===== src/rtl/mac_dot_seq_if.sv =====
// rtl/mac_dot_seq_if.sv - host write/start port and MAC operand/result port of mac_dot_seq (optional MAC_SEQ_TIMEOUT_EN adds timeout_err)
interface mac_dot_seq_if #(
    parameter int VEC_LEN = 8,
    parameter int AW      = $clog2(VEC_LEN)
);
    logic          wr_en;
    logic [AW-1:0] wr_addr;
    logic [7:0]    wr_a;
    logic [7:0]    wr_b;
    logic          start;
    logic [AW:0]   len;
    logic          busy;
    logic          done;
    logic [15:0]   result;
    logic          mac_clear;
    logic          mac_valid_in;
    logic [7:0]    mac_a;
    logic [7:0]    mac_b;
    logic [15:0]   mac_f;
    logic          mac_valid_out;
`ifdef MAC_SEQ_TIMEOUT_EN
    logic          timeout_err;
`endif

    // Host and MAC side, as seen from outside the sequencer.
    modport master (
        output wr_en, wr_addr, wr_a, wr_b, start, len, mac_f, mac_valid_out,
`ifdef MAC_SEQ_TIMEOUT_EN
        input  timeout_err,
`endif
        input  busy, done, result, mac_clear, mac_valid_in, mac_a, mac_b
    );

    // The sequencer itself.
    modport slave (
        input  wr_en, wr_addr, wr_a, wr_b, start, len, mac_f, mac_valid_out,
`ifdef MAC_SEQ_TIMEOUT_EN
        output timeout_err,
`endif
        output busy, done, result, mac_clear, mac_valid_in, mac_a, mac_b
    );
endinterface


===== src/rtl/mac_dot_seq.sv =====
// rtl/mac_dot_seq.sv - operand-side sequencer for a signed 8x8->16 MAC (optional MAC_SEQ_TIMEOUT_EN: DRAIN watchdog)
module mac_dot_seq #(
    parameter int VEC_LEN = 8,
    parameter int AW      = $clog2(VEC_LEN)
) (
    input  logic          clk,
    input  logic          reset,
    mac_dot_seq_if.slave  bus
);
    localparam logic [2:0] S_IDLE   = 3'd0;
    localparam logic [2:0] S_CLEAR  = 3'd1;
    localparam logic [2:0] S_STREAM = 3'd2;
    localparam logic [2:0] S_DRAIN  = 3'd3;
    localparam logic [2:0] S_DONE   = 3'd4;

    localparam logic [AW:0] LEN_MAX = (AW+1)'(VEC_LEN);
    localparam logic [AW:0] ONE     = (AW+1)'(1);

    logic [2:0]  state;
    logic [2:0]  state_nx;
    logic [7:0]  rf_a [VEC_LEN];
    logic [7:0]  rf_b [VEC_LEN];
    logic [AW:0] eff_len;
    logic [AW:0] issue_cnt;
    logic [AW:0] ret_cnt;
    logic [15:0] result_q;
    logic [AW:0] start_len;
    logic        start_ok;
    logic        wr_ok;
    logic        ret_inc;
    logic        ret_hit;
    logic        drain_fin;
    logic        stream_on;

    // Lengths above the register-file depth are clamped, not wrapped.
    assign start_len = (bus.len > LEN_MAX) ? LEN_MAX : bus.len;
    assign start_ok  = (state == S_IDLE) && bus.start;
    assign wr_ok     = bus.wr_en && (state == S_IDLE) && (int'(bus.wr_addr) < VEC_LEN);
    assign ret_inc   = bus.mac_valid_out && ((state == S_STREAM) || (state == S_DRAIN));
    assign ret_hit   = ret_inc && ((ret_cnt + ONE) == eff_len);
    assign drain_fin = ret_hit || (ret_cnt == eff_len);
    assign stream_on = (state == S_STREAM);

`ifdef MAC_SEQ_TIMEOUT_EN
    logic [2:0] wd_cnt;
    logic       wd_fire;
    logic       timeout_q;

    assign wd_fire = (state == S_DRAIN) && !drain_fin && (wd_cnt == 3'd7);

    // Watchdog counts DRAIN cycles; the error flag is only high in the DONE cycle it causes.
    always_ff @(posedge clk or negedge reset) begin
        if (!reset) begin
            wd_cnt    <= 3'd0;
            timeout_q <= 1'b0;
        end else begin
            wd_cnt    <= (state == S_DRAIN) ? wd_cnt + 3'd1 : 3'd0;
            timeout_q <= wd_fire;
        end
    end

    assign bus.timeout_err = timeout_q;
`endif

    // Next-state selection.
    always_comb begin
        state_nx = state;
        case (state)
            S_IDLE:   if (bus.start) state_nx = (start_len == '0) ? S_DONE : S_CLEAR;
            S_CLEAR:  state_nx = S_STREAM;
            S_STREAM: if (issue_cnt == (eff_len - ONE)) state_nx = S_DRAIN;
`ifdef MAC_SEQ_TIMEOUT_EN
            S_DRAIN:  if (drain_fin || wd_fire) state_nx = S_DONE;
`else
            S_DRAIN:  if (drain_fin) state_nx = S_DONE;
`endif
            S_DONE:   state_nx = S_IDLE;
            default:  state_nx = S_IDLE;
        endcase
    end

    // State register.
    always_ff @(posedge clk or negedge reset) begin
        if (!reset) state <= S_IDLE;
        else        state <= state_nx;
    end

    // Operand register files; writes only land while idle.
    always_ff @(posedge clk or negedge reset) begin
        if (!reset) begin
            for (int i = 0; i < VEC_LEN; i++) begin
                rf_a[i] <= 8'd0;
                rf_b[i] <= 8'd0;
            end
        end else if (wr_ok) begin
            rf_a[bus.wr_addr] <= bus.wr_a;
            rf_b[bus.wr_addr] <= bus.wr_b;
        end
    end

    // Length latch, issue/return counters and result capture.
    always_ff @(posedge clk or negedge reset) begin
        if (!reset) begin
            eff_len   <= '0;
            issue_cnt <= '0;
            ret_cnt   <= '0;
            result_q  <= 16'd0;
        end else begin
            if (start_ok) begin
                eff_len <= start_len;
                if (start_len == '0) result_q <= 16'd0;
            end
            if (state == S_CLEAR) begin
                issue_cnt <= '0;
                ret_cnt   <= '0;
            end
            if (stream_on) issue_cnt <= issue_cnt + ONE;
            if (ret_inc) begin
                ret_cnt <= ret_cnt + ONE;
                if (ret_hit) result_q <= bus.mac_f;
            end
        end
    end

    assign bus.busy         = (state != S_IDLE);
    assign bus.done         = (state == S_DONE);
    assign bus.result       = result_q;
    assign bus.mac_clear    = (state == S_CLEAR);
    assign bus.mac_valid_in = stream_on;
    assign bus.mac_a        = stream_on ? rf_a[issue_cnt[AW-1:0]] : 8'd0;
    assign bus.mac_b        = stream_on ? rf_b[issue_cnt[AW-1:0]] : 8'd0;
endmodule

===== src/flat_wrapper.sv =====
// flat-port wrapper written by rule: the top's interface ports become plain ports
module mac_dot_seq_flat 
#(
    parameter int VEC_LEN = 8,
    parameter int AW      = $clog2(VEC_LEN)
)
  (clk, reset, bus_wr_en, bus_wr_addr, bus_wr_a, bus_wr_b, bus_start, bus_len, bus_mac_f, bus_mac_valid_out, bus_busy, bus_done, bus_result, bus_mac_clear, bus_mac_valid_in, bus_mac_a, bus_mac_b);
  mac_dot_seq_if #(.VEC_LEN(VEC_LEN), .AW(AW)) bus_i ();
  input  logic clk;
  input  logic reset;
  input wire logic [$bits(bus_i.wr_en)-1:0] bus_wr_en;
  input wire logic [$bits(bus_i.wr_addr)-1:0] bus_wr_addr;
  input wire logic [$bits(bus_i.wr_a)-1:0] bus_wr_a;
  input wire logic [$bits(bus_i.wr_b)-1:0] bus_wr_b;
  input wire logic [$bits(bus_i.start)-1:0] bus_start;
  input wire logic [$bits(bus_i.len)-1:0] bus_len;
  input wire logic [$bits(bus_i.mac_f)-1:0] bus_mac_f;
  input wire logic [$bits(bus_i.mac_valid_out)-1:0] bus_mac_valid_out;
  output wire logic [$bits(bus_i.busy)-1:0] bus_busy;
  output wire logic [$bits(bus_i.done)-1:0] bus_done;
  output wire logic [$bits(bus_i.result)-1:0] bus_result;
  output wire logic [$bits(bus_i.mac_clear)-1:0] bus_mac_clear;
  output wire logic [$bits(bus_i.mac_valid_in)-1:0] bus_mac_valid_in;
  output wire logic [$bits(bus_i.mac_a)-1:0] bus_mac_a;
  output wire logic [$bits(bus_i.mac_b)-1:0] bus_mac_b;
  assign bus_i.wr_en = bus_wr_en;
  assign bus_i.wr_addr = bus_wr_addr;
  assign bus_i.wr_a = bus_wr_a;
  assign bus_i.wr_b = bus_wr_b;
  assign bus_i.start = bus_start;
  assign bus_i.len = bus_len;
  assign bus_i.mac_f = bus_mac_f;
  assign bus_i.mac_valid_out = bus_mac_valid_out;
  assign bus_busy = bus_i.busy;
  assign bus_done = bus_i.done;
  assign bus_result = bus_i.result;
  assign bus_mac_clear = bus_i.mac_clear;
  assign bus_mac_valid_in = bus_i.mac_valid_in;
  assign bus_mac_a = bus_i.mac_a;
  assign bus_mac_b = bus_i.mac_b;
  mac_dot_seq #(.VEC_LEN(VEC_LEN), .AW(AW)) u_core (.clk(clk), .reset(reset), .bus(bus_i));
endmodule

===== config.mk =====
export PLATFORM = sky130hd
export DESIGN_NAME = mac_dot_seq_flat
export DESIGN_NICKNAME = d
export VERILOG_FILES = /design/src/rtl/mac_dot_seq_if.sv /design/src/rtl/mac_dot_seq.sv /design/src/flat_wrapper.sv
export SDC_FILE = /design/constraint.sdc
export NUM_CORES = 1
export LEC_CHECK = 0
export ABC_CLOCK_PERIOD_IN_PS = 5800
export CAP_MARGIN = 20
export CORE_MARGIN = 5
export CORE_UTILIZATION = 45
export CTS_CLUSTER_SIZE = 16
export DETAILED_ROUTE_END_ITERATION = 8
export GPL_TIMING_DRIVEN = 0
export PLACE_DENSITY_LB_ADDON = 0.05
export SYNTH_ARGS = -nofsm -noshare
export SYNTH_HDL_FRONTEND = slang
export SYNTH_SLANG_ARGS = --single-unit

===== constraint.sdc =====
create_clock -name clk -period 5.8 [get_ports clk]
set_input_delay 1.16 -clock clk [delete_from_list [all_inputs] [get_ports clk]]
set_output_delay 1.16 -clock clk [all_outputs]
set_load 0.005 [all_outputs]

==> metrics.md, run 1 <==
| Metric | Value |
|---|---|
| Vias in the first global route | 4,828 |
| Core area | 16,520 um^2 |
| Starting Density | 45.77% |
| NumNets Final | 661 |
| Avg Inst Size Synth | 14.63 um^2 |
| Synthesized instance count | 517 |
| Root buffer cell | clkbuf_16 |
| CTS Buffer Depth | 2 |
| Cell taking the most area after synthesis | dfrtp_1 |
| RSZ-0062 raised after global routing | false |
| Dpl cells | 815 |
| Cell variety after synth | 48 |
| Skew final | 0.009656 ns |
| Final Hold Fails | 0 |
| PwrDens | 536.5 nW/um^2 |
| Endpoint class of the critical path | output port |
| Largest net degree at the start of global routing | 101 |
| Row count | 47 |
| Leakage | 4.072 nW |
| Synthesized flop and latch total | 159 |
| Routability cong. | 0.7258 |
| Die area | 19,500 um^2 |
| Dpl cell area | 8638 um^2 |
| Crit path launch type | flip-flop |
| Seq/Total Area, Yosys | 52.61% |
| Antenna violations before repair | 0 |
| Mapped Area | 7564 um^2 |
| Most used DFF post-synth | dfrtp_1 |
| Most frequent cells in the layout | dfrtp_1, mux2_2, clkdlybuf4s50_1, mux2i_1, mux4_2 |
| First-pass DRT Iterations | 4 |
| Critical path startpoint | u_core.issue_cnt[1] |
| Area growth from synthesis to layout | 21.47% |
| Tmin final | 4.321 ns |
| Congestion Overflow GR | 0 |
| Post-Route WL | 17,310 um |
| Starting DRC count in detailed routing | 176 |
| Number of synthesized flops with an enable pin | 0 |
| # DRC | 0 |
| Crit Path Max Fanout | 10 |
| Final Slew Violations | 0 |
| Worst reg2reg setup slack | 3.45 ns |
| Data required time of the worst path | 4.64 ns |
| Yosys top cell area share | 52.61% |
| Die height | 139.6 um |
| TritonCTS Sinks | 159 |
| Worst slew pin tran | 0.9513 ns |
| Area contributors post-synth | dfrtp_1, mux2_2, mux4_2, mux2i_1, mux2_4 |
| I/O pin cnt | 80 |
| CP Class | flip-flop to output port |
| Warning count from the yosys run | 0 |
| Routed length per placed instance | 20.43 um |
| Period utilization | 74.51% |
| Outcome | completed |
| Antenna Cells | 0 |
| Final non-filler cell area | 9188 um^2 |
| Via/cell ratio | 5.334 |
| Commonest non-fill, non-tap cell in the layout | dfrtp_1 |
| Final ANT Viol Nets | 0 |
| Detailed Place HPWL | 11,420 um |
| Max Freq | 0.2314 GHz |
| Via count | 4,518 |
| Share of layout cells above drive strength 1 | 36.36% |
| Worst-path clk slew | 0.07 ns |
| Post-CTS Resized | 0 |
| Async SR Flop Fraction | 100.0% |
| PortBufs | 77 |
| Postcts setup bufs | 0 |
| CTS Buf Count | 17 |
| Slew HR | 36.58% |
| Clk_lat worst skew | 0.43 ns |
| Worst-case reg-to-reg path depth | 6 |
| Min-delay src | u_core.rf_a[56] |
| Synthesized net count | 564 |
| Setup_tns | 0 ns |
| Gr usage total | 18.45% |
| Arrival @ worst endpoint | 3.16 ns |
| Reg2reg start | u_core.state[0] |
| Chip width | 139.6 um |
| Worst hold stages | 1 |
| Htree depth | 4 |
| Max-Cap Viols | 0 |
| First-pass GRT wire length | 27,830 um |
| Worst hold path class | flip-flop to flip-flop |
| Peak VDD IR | 257.7 uV |
| CTS tree | done |
| CTS Hold Bufs | 0 |
| Setup violations, final | 0 |
| Hold worst-path end | u_core.rf_a[56] |
| Worst r2r dst | u_core.rf_a[61] |
| Non-filler cells, final | 847 |
layout make-up:
cell class | count | area, um^2
inverter | 23 | 86.33
multi-input combinational | 306 | 3292
timing repair buffer | 78 | 799.5
clock buffer | 19 | 442.9
tap | 220 | 275.3
buffer | 29 | 206.4
clock inverter | 13 | 106.4
fill | 1343 | 7337
sequential | 159 | 3979
metrics by stage:
stage          hold slack (ns)  util (%)  total power [mW]  worst slack (ns)
6_report                0.5018     55.60             4.929             1.479
4_1_cts                 0.5057     55.60             4.992             1.479
3_3_place_gp            0.4636     52.10             3.838            -2.795
3_5_place_dp            0.4887     52.28             3.922             1.952
5_1_grt                 0.5101     55.60             5.247             1.356
2_1_floorplan           0.4533         -             3.237             3.052
registers in the layout (all words and copies together) (netlist names):
signal	count
u_core.eff_len	4
u_core.state	3
u_core.bus.result	16
u_core.rf_b	64
u_core.ret_cnt	4
u_core.issue_cnt	4
u_core.rf_a	64
how the worst max path moves through the flow:
stage,cells past startpoint,to
after floorplan,5,bus_mac_a[0]
after global placement,1,u_core.rf_b[43]
after detailed placement,6,bus_mac_b[4]
after CTS,6,bus_mac_b[4]
after global routing,6,bus_mac_b[4]
final,6,bus_mac_b[4]
layer usage:
layer,GRT usage (%),routed length [um],vias to the layer above
met5,0,0,-
met4,3.978,104,0
met3,4.666,489,8
met2,28.83,8322,64
met1,26.33,8388,2373
li1,-,-,2073
where the power goes:
part | switching, mW | internal, mW
clock | 0.477 | 0.568
sequential | 0.295 | 1.65
combinational | 0.766 | 1.17
total | 1.54 | 3.39
critical path, stage by stage, from the launching register on:
cell	delay (ns)
dfrtp_1	0.34
clkbuf_1	0.40
clkbuf_1	0.77
mux4_2	0.43
mux2i_1	0.23
nor2_1	0.08
clkdlybuf4s50_1	0.48
logic make-up (layout without fill, tap and decap cells):
kind of cell | count (synthesis) | after routing | synth area share (%)
AOI/OAI and AO/OA | 20 | 20 | 1.820
DFF | 159 | 159 | 52.61
muxes | 194 | 194 | 33.60
and+or+nand+nor | 76 | 76 | 6.104
buffers and inverters | 52 | 162 | 3.871
adders and majority gates | 3 | 3 | 0.4963
xor gates and xnor gates | 13 | 13 | 1.505
synth_stat cells, drive strengths merged, types with 2 or more instances:
master / count
a21oi: 2
a22o: 4
buf: 23
clkbuf: 6
dfrtp: 159
ha: 3
inv: 23
mux2: 129
mux2i: 33
mux4: 32
nand2: 25
nand2b: 7
nand3: 5
nand3b: 4
nor2: 19
nor3: 5
nor3b: 3
nor4: 2
o21ai: 8
or3: 2
xnor2: 9
xor2: 4
Note: power is estimated with default switching activity, not from simulation.
==> inputs of run 2 (changes only) <==
--- a/config.mk
+++ b/config.mk
@@ -5,7 +5,7 @@
 export SDC_FILE = /design/constraint.sdc
 export NUM_CORES = 1
 export LEC_CHECK = 0
-export ABC_CLOCK_PERIOD_IN_PS = 5800
+export ABC_CLOCK_PERIOD_IN_PS = 4500
 export CAP_MARGIN = 20
 export CORE_MARGIN = 5
 export CORE_UTILIZATION = 45
==> constraint.sdc (replaced) <==
create_clock -name clk -period 4.5 [get_ports clk]
set_input_delay 0.9 -clock clk [delete_from_list [all_inputs] [get_ports clk]]
set_output_delay 0.9 -clock clk [all_outputs]
set_load 0.005 [all_outputs]
==> results of run 2 <==
The final DEF is identical to that of run 1. Status: completed.
Main changes from that run: setup slack after placement 1.952 ns -> 0.9117 ns; clock-pin slew on the worst setup and hold paths 0.07 ns -> 0.06 ns; setup slack after layout 1.479 ns -> 0.4386 ns; hold slack 0.5018 ns -> 0.4439 ns; register-to-register setup slack 3.45 ns -> 2.15 ns; total power 4.929 mW -> 6.353 mW; worst IR drop on VDD 257.7 uV -> 332.1 uV
